File: src/rtl/text_cmd_writer.sv
// text_cmd_writer: command-side producer for the 8x8 text area.
// Buffers character bytes in a small FIFO, tracks the write cursor with
// wrap-around, and emits a set-cursor word followed by a set-cell word for
// every character, each held for CMD_HOLD command-clock cycles.
// Optional build macro: TEXT_CMD_CTRL_CHARS_EN (LF/CR/BS move the cursor
// instead of being drawn as glyphs).
module text_cmd_writer #(
  parameter int FIFO_DEPTH  = 4,
  parameter int CMD_HOLD    = 2,
  parameter int NUM_COLUMNS = 84,
  parameter int NUM_ROWS    = 64
) (
  input  logic        i_cmd_clk,
  input  logic        i_rst_n,
  input  logic        i_char_valid,
  input  logic [7:0]  i_char,
  output logic        o_char_ready,
  input  logic        i_attr_we,
  input  logic [3:0]  i_attr_fg,
  input  logic [3:0]  i_attr_bg,
  input  logic        i_cursor_we,
  input  logic [5:0]  i_cursor_row,
  input  logic [6:0]  i_cursor_column,
  output logic [31:0] o_cmd_data,
  output logic        o_busy,
  output logic [5:0]  o_cursor_row,
  output logic [6:0]  o_cursor_column
);

  localparam int AW = $clog2(FIFO_DEPTH);
  localparam int HW = $clog2(CMD_HOLD + 1);
  localparam logic [AW:0]   FULL_COUNT = (AW+1)'(FIFO_DEPTH);
  localparam logic [HW-1:0] HOLD_LAST  = HW'(CMD_HOLD);
  localparam logic [HW-1:0] HOLD_ONE   = HW'(1);
  localparam logic [6:0]    LAST_COL   = 7'(NUM_COLUMNS - 1);
  localparam logic [5:0]    LAST_ROW   = 6'(NUM_ROWS - 1);

  typedef enum logic [1:0] {
    IDLE,
    CURSOR,
    CELL
  } state_t;

  typedef struct packed {
    logic [5:0] row;
    logic [6:0] col;
  } cursor_t;

  // Step one cell to the right, wrapping to the next row and then to (0,0).
  function automatic cursor_t advance(input cursor_t c);
    cursor_t n;
    n = c;
    if (c.col == LAST_COL) begin
      n.col = '0;
      n.row = (c.row == LAST_ROW) ? '0 : c.row + 6'd1;
    end else begin
      n.col = c.col + 7'd1;
    end
    return n;
  endfunction

  function automatic logic [31:0] cursor_word(input cursor_t c);
    return {4'b0111, 6'b0, c.row, 9'b0, c.col};
  endfunction

  function automatic logic [31:0] cell_word(input logic [3:0] fg,
                                            input logic [3:0] bg,
                                            input logic [7:0] ch);
    return {4'b1000, 12'b0, fg, bg, ch};
  endfunction

`ifdef TEXT_CMD_CTRL_CHARS_EN
  // Cursor motion for the recognised control codes.
  function automatic cursor_t ctrl_move(input cursor_t c, input logic [7:0] ch);
    cursor_t n;
    n = c;
    case (ch)
      8'h0A: begin
        n.col = '0;
        n.row = (c.row == LAST_ROW) ? '0 : c.row + 6'd1;
      end
      8'h0D: n.col = '0;
      8'h08: if (c.col != '0) n.col = c.col - 7'd1;
      default: ;
    endcase
    return n;
  endfunction
`endif

  // Character FIFO
  logic [7:0]  mem [FIFO_DEPTH];
  logic [AW:0] wr_ptr, rd_ptr, count, count_nxt;
  logic        empty, push, pop;
  logic [7:0]  head;

  // Control state
  state_t        state, state_nxt;
  logic [HW-1:0] cnt;
  cursor_t       cursor, cursor_nxt;
  logic [3:0]    fg, bg;
  logic          idle_pop, last_cell, chain, cursor_wr, head_is_ctrl;

  // In-flight character, latched at pop time
  logic [7:0] fl_char;
  cursor_t    fl_cur;
  logic [3:0] fl_fg, fl_bg;

  assign count     = wr_ptr - rd_ptr;
  assign empty     = (count == '0);
  assign push      = i_char_valid & o_char_ready;
  assign head      = mem[rd_ptr[AW-1:0]];
  assign count_nxt = count + {{AW{1'b0}}, push} - {{AW{1'b0}}, pop};

`ifdef TEXT_CMD_CTRL_CHARS_EN
  logic ctrl_apply;
  assign head_is_ctrl = (head == 8'h0A) || (head == 8'h0D) || (head == 8'h08);
`else
  assign head_is_ctrl = 1'b0;
`endif

  // FIFO storage write
  // NOTE: the storage array has no reset; the pointers alone define which
  // entries are valid, and an unreset array maps onto plain RAM/flops cheaply.
  always_ff @(posedge i_cmd_clk) begin
    if (push) mem[wr_ptr[AW-1:0]] <= i_char;
  end

  // FIFO pointers and registered ready (= not full after this edge)
  // NOTE: all clocked state uses non-blocking assignments so every register
  // samples pre-edge values regardless of statement order.
  always_ff @(posedge i_cmd_clk or negedge i_rst_n) begin
    if (!i_rst_n) begin
      wr_ptr       <= '0;
      rd_ptr       <= '0;
      o_char_ready <= 1'b1;
    end else begin
      if (push) wr_ptr <= wr_ptr + 1'b1;
      if (pop)  rd_ptr <= rd_ptr + 1'b1;
      o_char_ready <= (count_nxt != FULL_COUNT);
    end
  end

  // Pop decisions, next cursor and next FSM state
  // NOTE: every signal gets a default at the top of the block so no path
  // leaves it unassigned, which would otherwise infer a latch.
  always_comb begin
    idle_pop   = (state == IDLE) && !empty;
    last_cell  = (state == CELL) && (cnt == HOLD_LAST);
    chain      = last_cell && !empty && !head_is_ctrl;
    pop        = idle_pop || chain;
    cursor_wr  = i_cursor_we && (i_cursor_column <= LAST_COL);
`ifdef TEXT_CMD_CTRL_CHARS_EN
    ctrl_apply = idle_pop && head_is_ctrl;
`endif

    // Priority: advance, then control-code motion, then an explicit write.
    cursor_nxt = cursor;
    if (last_cell) cursor_nxt = advance(cursor);
`ifdef TEXT_CMD_CTRL_CHARS_EN
    if (ctrl_apply) cursor_nxt = ctrl_move(cursor, head);
`endif
    if (cursor_wr) cursor_nxt = '{row: i_cursor_row, col: i_cursor_column};

    state_nxt = state;
    case (state)
      IDLE:    if (idle_pop && !head_is_ctrl) state_nxt = CURSOR;
      CURSOR:  if (cnt == HOLD_LAST)          state_nxt = CELL;
      CELL:    if (last_cell)                 state_nxt = chain ? CURSOR : IDLE;
      default: state_nxt = IDLE;
    endcase
  end

  // Cursor and attribute registers
  always_ff @(posedge i_cmd_clk or negedge i_rst_n) begin
    if (!i_rst_n) begin
      cursor <= '0;
      fg     <= 4'hF;
      bg     <= 4'h0;
    end else begin
      cursor <= cursor_nxt;
      if (i_attr_we) begin
        fg <= i_attr_fg;
        bg <= i_attr_bg;
      end
    end
  end

  // Command FSM: sequences cursor word then cell word, each CMD_HOLD cycles.
  // Entering CURSOR from IDLE starts at cnt=0, a one-cycle lead-in before
  // the cursor word; chaining from CELL starts at cnt=1 so there is no gap.
  always_ff @(posedge i_cmd_clk or negedge i_rst_n) begin
    if (!i_rst_n) begin
      state      <= IDLE;
      cnt        <= '0;
      o_cmd_data <= '0;
      o_busy     <= 1'b0;
      fl_char    <= '0;
      fl_cur     <= '0;
      fl_fg      <= '0;
      fl_bg      <= '0;
    end else begin
      state  <= state_nxt;
      o_busy <= (count_nxt != '0) || (state_nxt != IDLE);
      case (state)
        IDLE: begin
          if (idle_pop && !head_is_ctrl) begin
            fl_char <= head;
            fl_cur  <= cursor;
            fl_fg   <= fg;
            fl_bg   <= bg;
            cnt     <= '0;
          end
        end
        CURSOR: begin
          if (cnt == '0) begin
            o_cmd_data <= cursor_word(fl_cur);
            cnt        <= HOLD_ONE;
          end else if (cnt == HOLD_LAST) begin
            o_cmd_data <= cell_word(fl_fg, fl_bg, fl_char);
            cnt        <= HOLD_ONE;
          end else begin
            cnt <= cnt + HOLD_ONE;
          end
        end
        CELL: begin
          if (last_cell) begin
            if (chain) begin
              fl_char    <= head;
              fl_cur     <= cursor_nxt;
              fl_fg      <= fg;
              fl_bg      <= bg;
              o_cmd_data <= cursor_word(cursor_nxt);
              cnt        <= HOLD_ONE;
            end else begin
              o_cmd_data <= '0;
              cnt        <= '0;
            end
          end else begin
            cnt <= cnt + HOLD_ONE;
          end
        end
        default: begin
          o_cmd_data <= '0;
          cnt        <= '0;
        end
      endcase
    end
  end

  assign o_cursor_row    = cursor.row;
  assign o_cursor_column = cursor.col;

endmodule

File: config.mk
export PLATFORM = sky130hd
export DESIGN_NAME = text_cmd_writer
export DESIGN_NICKNAME = d
export VERILOG_FILES = /design/src/rtl/text_cmd_writer.sv
export SDC_FILE = /design/constraint.sdc
export NUM_CORES = 1
export LEC_CHECK = 0
export ABC_CLOCK_PERIOD_IN_PS = 4200
export CORE_MARGIN = 2
export CORE_UTILIZATION = 40
export DETAILED_ROUTE_END_ITERATION = 6
export HOLD_SLACK_MARGIN = 0.1
export PLACE_DENSITY = 0.68
export SLEW_MARGIN = 30
export SYNTH_ARGS = -nofsm -noshare
export SYNTH_HDL_FRONTEND = slang
export SYNTH_SLANG_ARGS = --single-unit
File: constraint.sdc
create_clock -name i_cmd_clk -period 4.2 [get_ports i_cmd_clk]
set_clock_uncertainty 0.15 [all_clocks]
set_input_delay 0.63 -clock i_cmd_clk [delete_from_list [all_inputs] [get_ports i_cmd_clk]]
set_output_delay 0.63 -clock i_cmd_clk [all_outputs]
set_load 0.05 [all_outputs]
# ---- After elaboration in Yosys (flattened, before gate mapping)
# Memories as Yosys holds them, arrays and structs flattened.
# Index checks and enable logic that the tools add are counted.
dict set report op_classes {
  n_addsub 8
  magnitude_cmp 1
  n_eq_ne 10
  muxes 38
  bitwise 2
  n_reduce_logical 15
}
# op n
set ops {}
lappend ops {{$mux 32} 3}
lappend ops {{$pmux 32 s3} 1}
lappend ops {{$mux 13} 5}
lappend ops {{$mux 31} 1}
lappend ops {{$pmux 13 s2} 1}
lappend ops {{$mux 4} 6}
lappend ops {{$mux 8} 3}
lappend ops {{$pmux 4 s2} 2}
lappend ops {{$pmux 8 s2} 1}
lappend ops {{$mux 2} 7}
lappend ops {{$mux 6} 2}
lappend ops {{$pmux 2 s3} 2}
lappend ops {{$add 7x1->7 const B} 1}
lappend ops {{$eq 7x7->1 const B} 1}
lappend ops {{$le 7x7->1 const B} 1}
lappend ops {{$mux 7} 1}
lappend ops {{$add 3x1->3 const B} 2}
lappend ops {{$add 6x1->6 const B} 1}
lappend ops {{$eq 6x6->1 const B} 1}
lappend ops {{$ne 2x2->1 const B} 3}
lappend ops {{$ne 3x3->1 const B} 2}
lappend ops {{$eq 2x2->1 const B} 2}
lappend ops {{$logic_and 1x1->1} 4}
lappend ops {{$logic_not 2->1} 2}
lappend ops {{other kinds (15)} 19}
dict set report word_totals {
  ff_bits 94
  ram_bits 32
  memories 1
}
# name words word_bits read_ports rd_ports_with_merged_regs write_ports line
set memory_table {}
lappend memory_table {mem 4 8 1 0 1 91} ;# logic [7:0] mem [FIFO_DEPTH];

# ---- Logic depth before layout (Yosys ltp)
dict set report depth {
  word_depth 9
  ltp_mapped 14
}

# ---- Least setup slack after synthesis
# OpenSTA, ideal clock, no wires.
dict set report synth_path {
  path_type {register to register}
  startpoint {register wr_ptr[0]}
  endpoint {register o_busy}
  setup_time_ns 0.139
  arrival_ns 3.440
  required_ns 3.911
  path_slack_ns 0.472
  path_stages_with_launch 15
  n_path_buf 1
  period_less_slack_ns 3.728
  cell_sequence {dfrtp_1 > inv_1 > ha_1 > fa_1 > xnor3_1 > and3_1 > buf_2 > nor2_1 > ha_1 > inv_1 > ha_1 > fa_1 > xor2_1 > xnor2_1 > or4b_1}
}
# item line
set synth_lines {}
lappend synth_lines {{start, declared} 92} ;# logic [AW:0] wr_ptr, rd_ptr, count, count_nxt;
lappend synth_lines {{start signal, assigned} 137} ;# if (push) wr_ptr <= wr_ptr + 1'b1;
lappend synth_lines {{$sub 3x3->3 *} 108} ;# assign count = wr_ptr - rd_ptr;
lappend synth_lines {{$logic_not 3->1 *} 109} ;# assign empty = (count == '0);
lappend synth_lines {{$logic_not 1->1 *} {147, 149}}
lappend synth_lines {{$logic_and 1x1->1, on equally long branches} {147, 149}}
lappend synth_lines {{$logic_or 1x1->1 *} 150} ;# pop = idle_pop || chain;
lappend synth_lines {{via pop} 93} ;# logic empty, push, pop;
lappend synth_lines {{$sub 3x1->3 *} 112} ;# assign count_nxt = count + {{AW{1'b0}}, push} - {{AW{1'b0}}, pop};
lappend synth_lines {{$reduce_bool 3->1 *} 203} ;# o_busy <= (count_nxt != '0) || (state_nxt != IDLE);
lappend synth_lines {{$logic_or 1x1->1 *} 203}
lappend synth_lines {{end signal, assigned} 203}
lappend synth_lines {{end, declared} 25} ;# output logic o_busy,
# Mark *: on every way through the listed nets, which the timed path passes. The rest lies on a longest branch.
# A chain may end at the register's enable or synchronous reset.

# ---- Worst setup path after layout
# Same ends and word-level chain as after synthesis.

==> metrics.txt <==
register bit total from synthesis 118; CP Data Arrival Time 3.95 ns; area of the multi-input gates 2240 sq um; slowest stage cell, crit path or4b_1; vias post-DR 3,996; main combinational cell family by area after synthesis simple AND/OR/NAND/NOR gates; Worst Path Max Fanout 4; post-synthesis sequential area ratio 0.558; H-tree depth 4; Starting Density 0.406; largest net degree at the start of global routing 87; Final Setup Violations 0; number of remaining DRC errors 0; clk sinks 118; Clk Latency, worst-skew pair 0.41 ns; Sequential cell area about 3100 sq um; DR pass1 iterations 5; vias in the first global route 4,039; multiplexer share of the synthesized area 0.0705; Psw 2.05 mW; initial antenna violation count 0; final antenna-violating net count 0; max_cap viols 0; die area roughly 15,000 sq um; Req. time, crit path between 4 and 5 ns; die height 122 um; Hold Fails Final Rpt 0; Ant. Diodes 0; CTS buffer count 17; slew margin rel. 0.419; critical-path cell list inv_1, ha_1, fa_1, xnor3_1, and3_1, nor2_1, ha_1, inv_1, ha_1, fa_1, xor2_1, xnor2_1, or4b_1; element type at the critical path end flop; Netlist cell types 65; CTS tree built; max-slew violations 0; Logic pwr share 0.400; sequential power share 0.319; Min Clock Period, post-route around 3.8 ns; worst IR drop on VDD ~0.00067 V; P per Cell Area between 700 and 800 nW/um^2; status complete, no violations; GPL Wtd Cong 0.870; Post-CTS Hold Buffers 0; first-pass GRT wire length between 20,000 and 25,000 um; most used cell, CP ha_1; area growth from synthesis to layout 27.1%; FP Rows 43; Hold Slack about 0.12 ns; Async SR Flop Fraction 0.729; Nets slightly above 600; WS Path Type flop to flop; met2 routed WL 6090 um; post-synthesis compound-gate area fraction 0.127; Area contributors post-synth dfrtp_1, edfxtp_1, nand2_1; most common cell in the synthesized netlist dfrtp_1; Worst-Margin Slew 0.871 ns; core footprint 13,800 sq um; Yosys warning count 0; Commonest cells post-synth dfrtp_1, nand2_1, edfxtp_1, o21ai_0, inv_1; Setup Fix Bufs, Post-CTS 0; setup TNS 0 ns; Post-Layout Cell Count roughly 750; LEAKAGE approximately 3.0 nW; Routed WL per cell 17.1 um; Max stage delay on crit path 0.46 ns; startpoint types flop; die width roughly 120 um; # IOs 81; Clk pin slew, worst setup/hold paths 0.05 ns; 1st-iter DRT viols 410; critical path's top delay family adder cells; clock power share 0.281; Max Clock Freq between 200 and 300 MHz; wirelength, routed 12,800 um; clock root buffer clkbuf_16; wire length on met1 5620 um; fin crit share 0.911; switching share of power 0.370; Syn Inst Count 480; Int Pwr 3.48 mW; CTS max path bufs 2; xor and xnor area share after synthesis 0.0197; Yosys top cell by area dfrtp_1; Avg Cell Area, Syn 11.6 sq um; Yosys top cell area share 0.362; layout cells sized above 1 0.132; Post-synth top flop dfrtp_1; Critical path buffers and inverters 2; Post-synth EDFFs 32; Post-Syn Area around 5600 sq um; max layer used met4; fraction of the mapped netlist area in simple logic gates 0.139; All-Layer GR Usage 0.184; Hold Crit Class input port to asynchronous set/reset pin; DP HPWL roughly 8700 um; DR vias/cell 5.34; Port Buffers 74; adder-cell area share of the yosys netlist 0.0385; grt ovf 0; fill count 1,208; WL met3 869 um; post-cts resize count 0; RSZ-0062 raised after global routing no; post-placement cell count between 700 and 800
-- worst paths after layout --
kind                       cells after the start  slack, ns                  start                   endpoint
min reg2reg                                    2       0.31      bg[1]$_DFFE_PN0P_       fl_bg[1]$_DFFE_PN0P_
max reg2reg                                   13       0.37  wr_ptr[0]$_DFFE_PN0P_           o_busy$_DFF_PN0_
max                                           13       0.37  wr_ptr[0]$_DFFE_PN0P_           o_busy$_DFF_PN0_
min in group i_cmd_clk                         2       0.31      bg[1]$_DFFE_PN0P_       fl_bg[1]$_DFFE_PN0P_
min                                            1       0.12                i_rst_n  o_cursor_row[0]$_DFF_PN0_
max in group asynchronous                      1       3.25                i_rst_n  o_cmd_data[4]$_DFFE_PN0P_
-- metal layers --
layer,global-route usage,up-vias
li1,-,1881
met1,0.244,1958
met2,0.286,136
met3,0.0553,21
met4,0.0647,0
met5,0,-
-- area by class of cell --
cell class                 count  area share
inverter                      18     0.00951
multi-input combinational    317       0.315
clock buffer                  24      0.0706
timing repair buffer          83       0.114
clock inverter                 8      0.0201
sequential                   118       0.439
tap                          180      0.0317
-- stage by stage --
step / utilization / area [sq um] / setup slack [ns] / total power [mW]
6_report: 0.516 / 7110 / 0.374 / 5.53
5_1_grt: 0.516 / 7110 / 0.211 / 5.89
4_1_cts: 0.516 / 7110 / 0.368 / 5.58
3_5_place_dp: 0.469 / 6460 / 0.380 / 4.00
3_3_place_gp: 0.468 / 6450 / 0.608 / 3.89
2_1_floorplan: - / 5610 / 0.472 / 3.37
-- flip-flops by register name (all words and copies together), names as in the netlist, 2 cells and up --
register	count
bg	4
cnt	2
fg	4
fl_bg	4
fl_char	8
fl_cur	13
fl_fg	4
mem	32
o_cmd_data	24
o_cursor_column	7
o_cursor_row	6
rd_ptr	3
state	2
wr_ptr	3
-- cells in the final DEF (no fill, tap or decap), types with 7 or more instances in the layout --
cell / Yosys / layout
dfrtp_1: 81 / 81
nand2_1: 78 / 78
clkdlybuf4s50_1: 0 / 73
edfxtp_1: 32 / 32
o21ai_0: 19 / 19
inv_1: 18 / 18
clkbuf_16: 0 / 17
nor2_1: 16 / 16
a22o_1: 14 / 14
ha_1: 14 / 14
o211ai_1: 12 / 12
mux2_2: 11 / 11
a21oi_1: 11 / 10
nor3_1: 10 / 10
mux2i_1: 9 / 9
buf_4: 8 / 9
nand3_1: 8 / 8
mux4_2: 8 / 8
and3_1: 7 / 7
-- cell families (layout without fill, tap and decap cells) --
group,after synthesis,in the layout
compound gates,98,98
xor+xnor,11,11
fa+ha+maj,16,16
buf+inv,50,133
flops,118,118
mux,28,28
other cells,1,6
simple gates,158,158
-- power groups by stage --
stage / clock [mW] / sequential [mW] / combinational, mW
after detailed placement: 0 / 1.78 / 2.22
after global placement: 0 / 1.77 / 2.12
final: 1.55 / 1.77 / 2.21
after floorplan: 0 / 1.93 / 1.44
after global routing: 1.63 / 1.81 / 2.45
after CTS: 1.58 / 1.77 / 2.23
No activity file was read; power rests on OpenSTA's default activity.
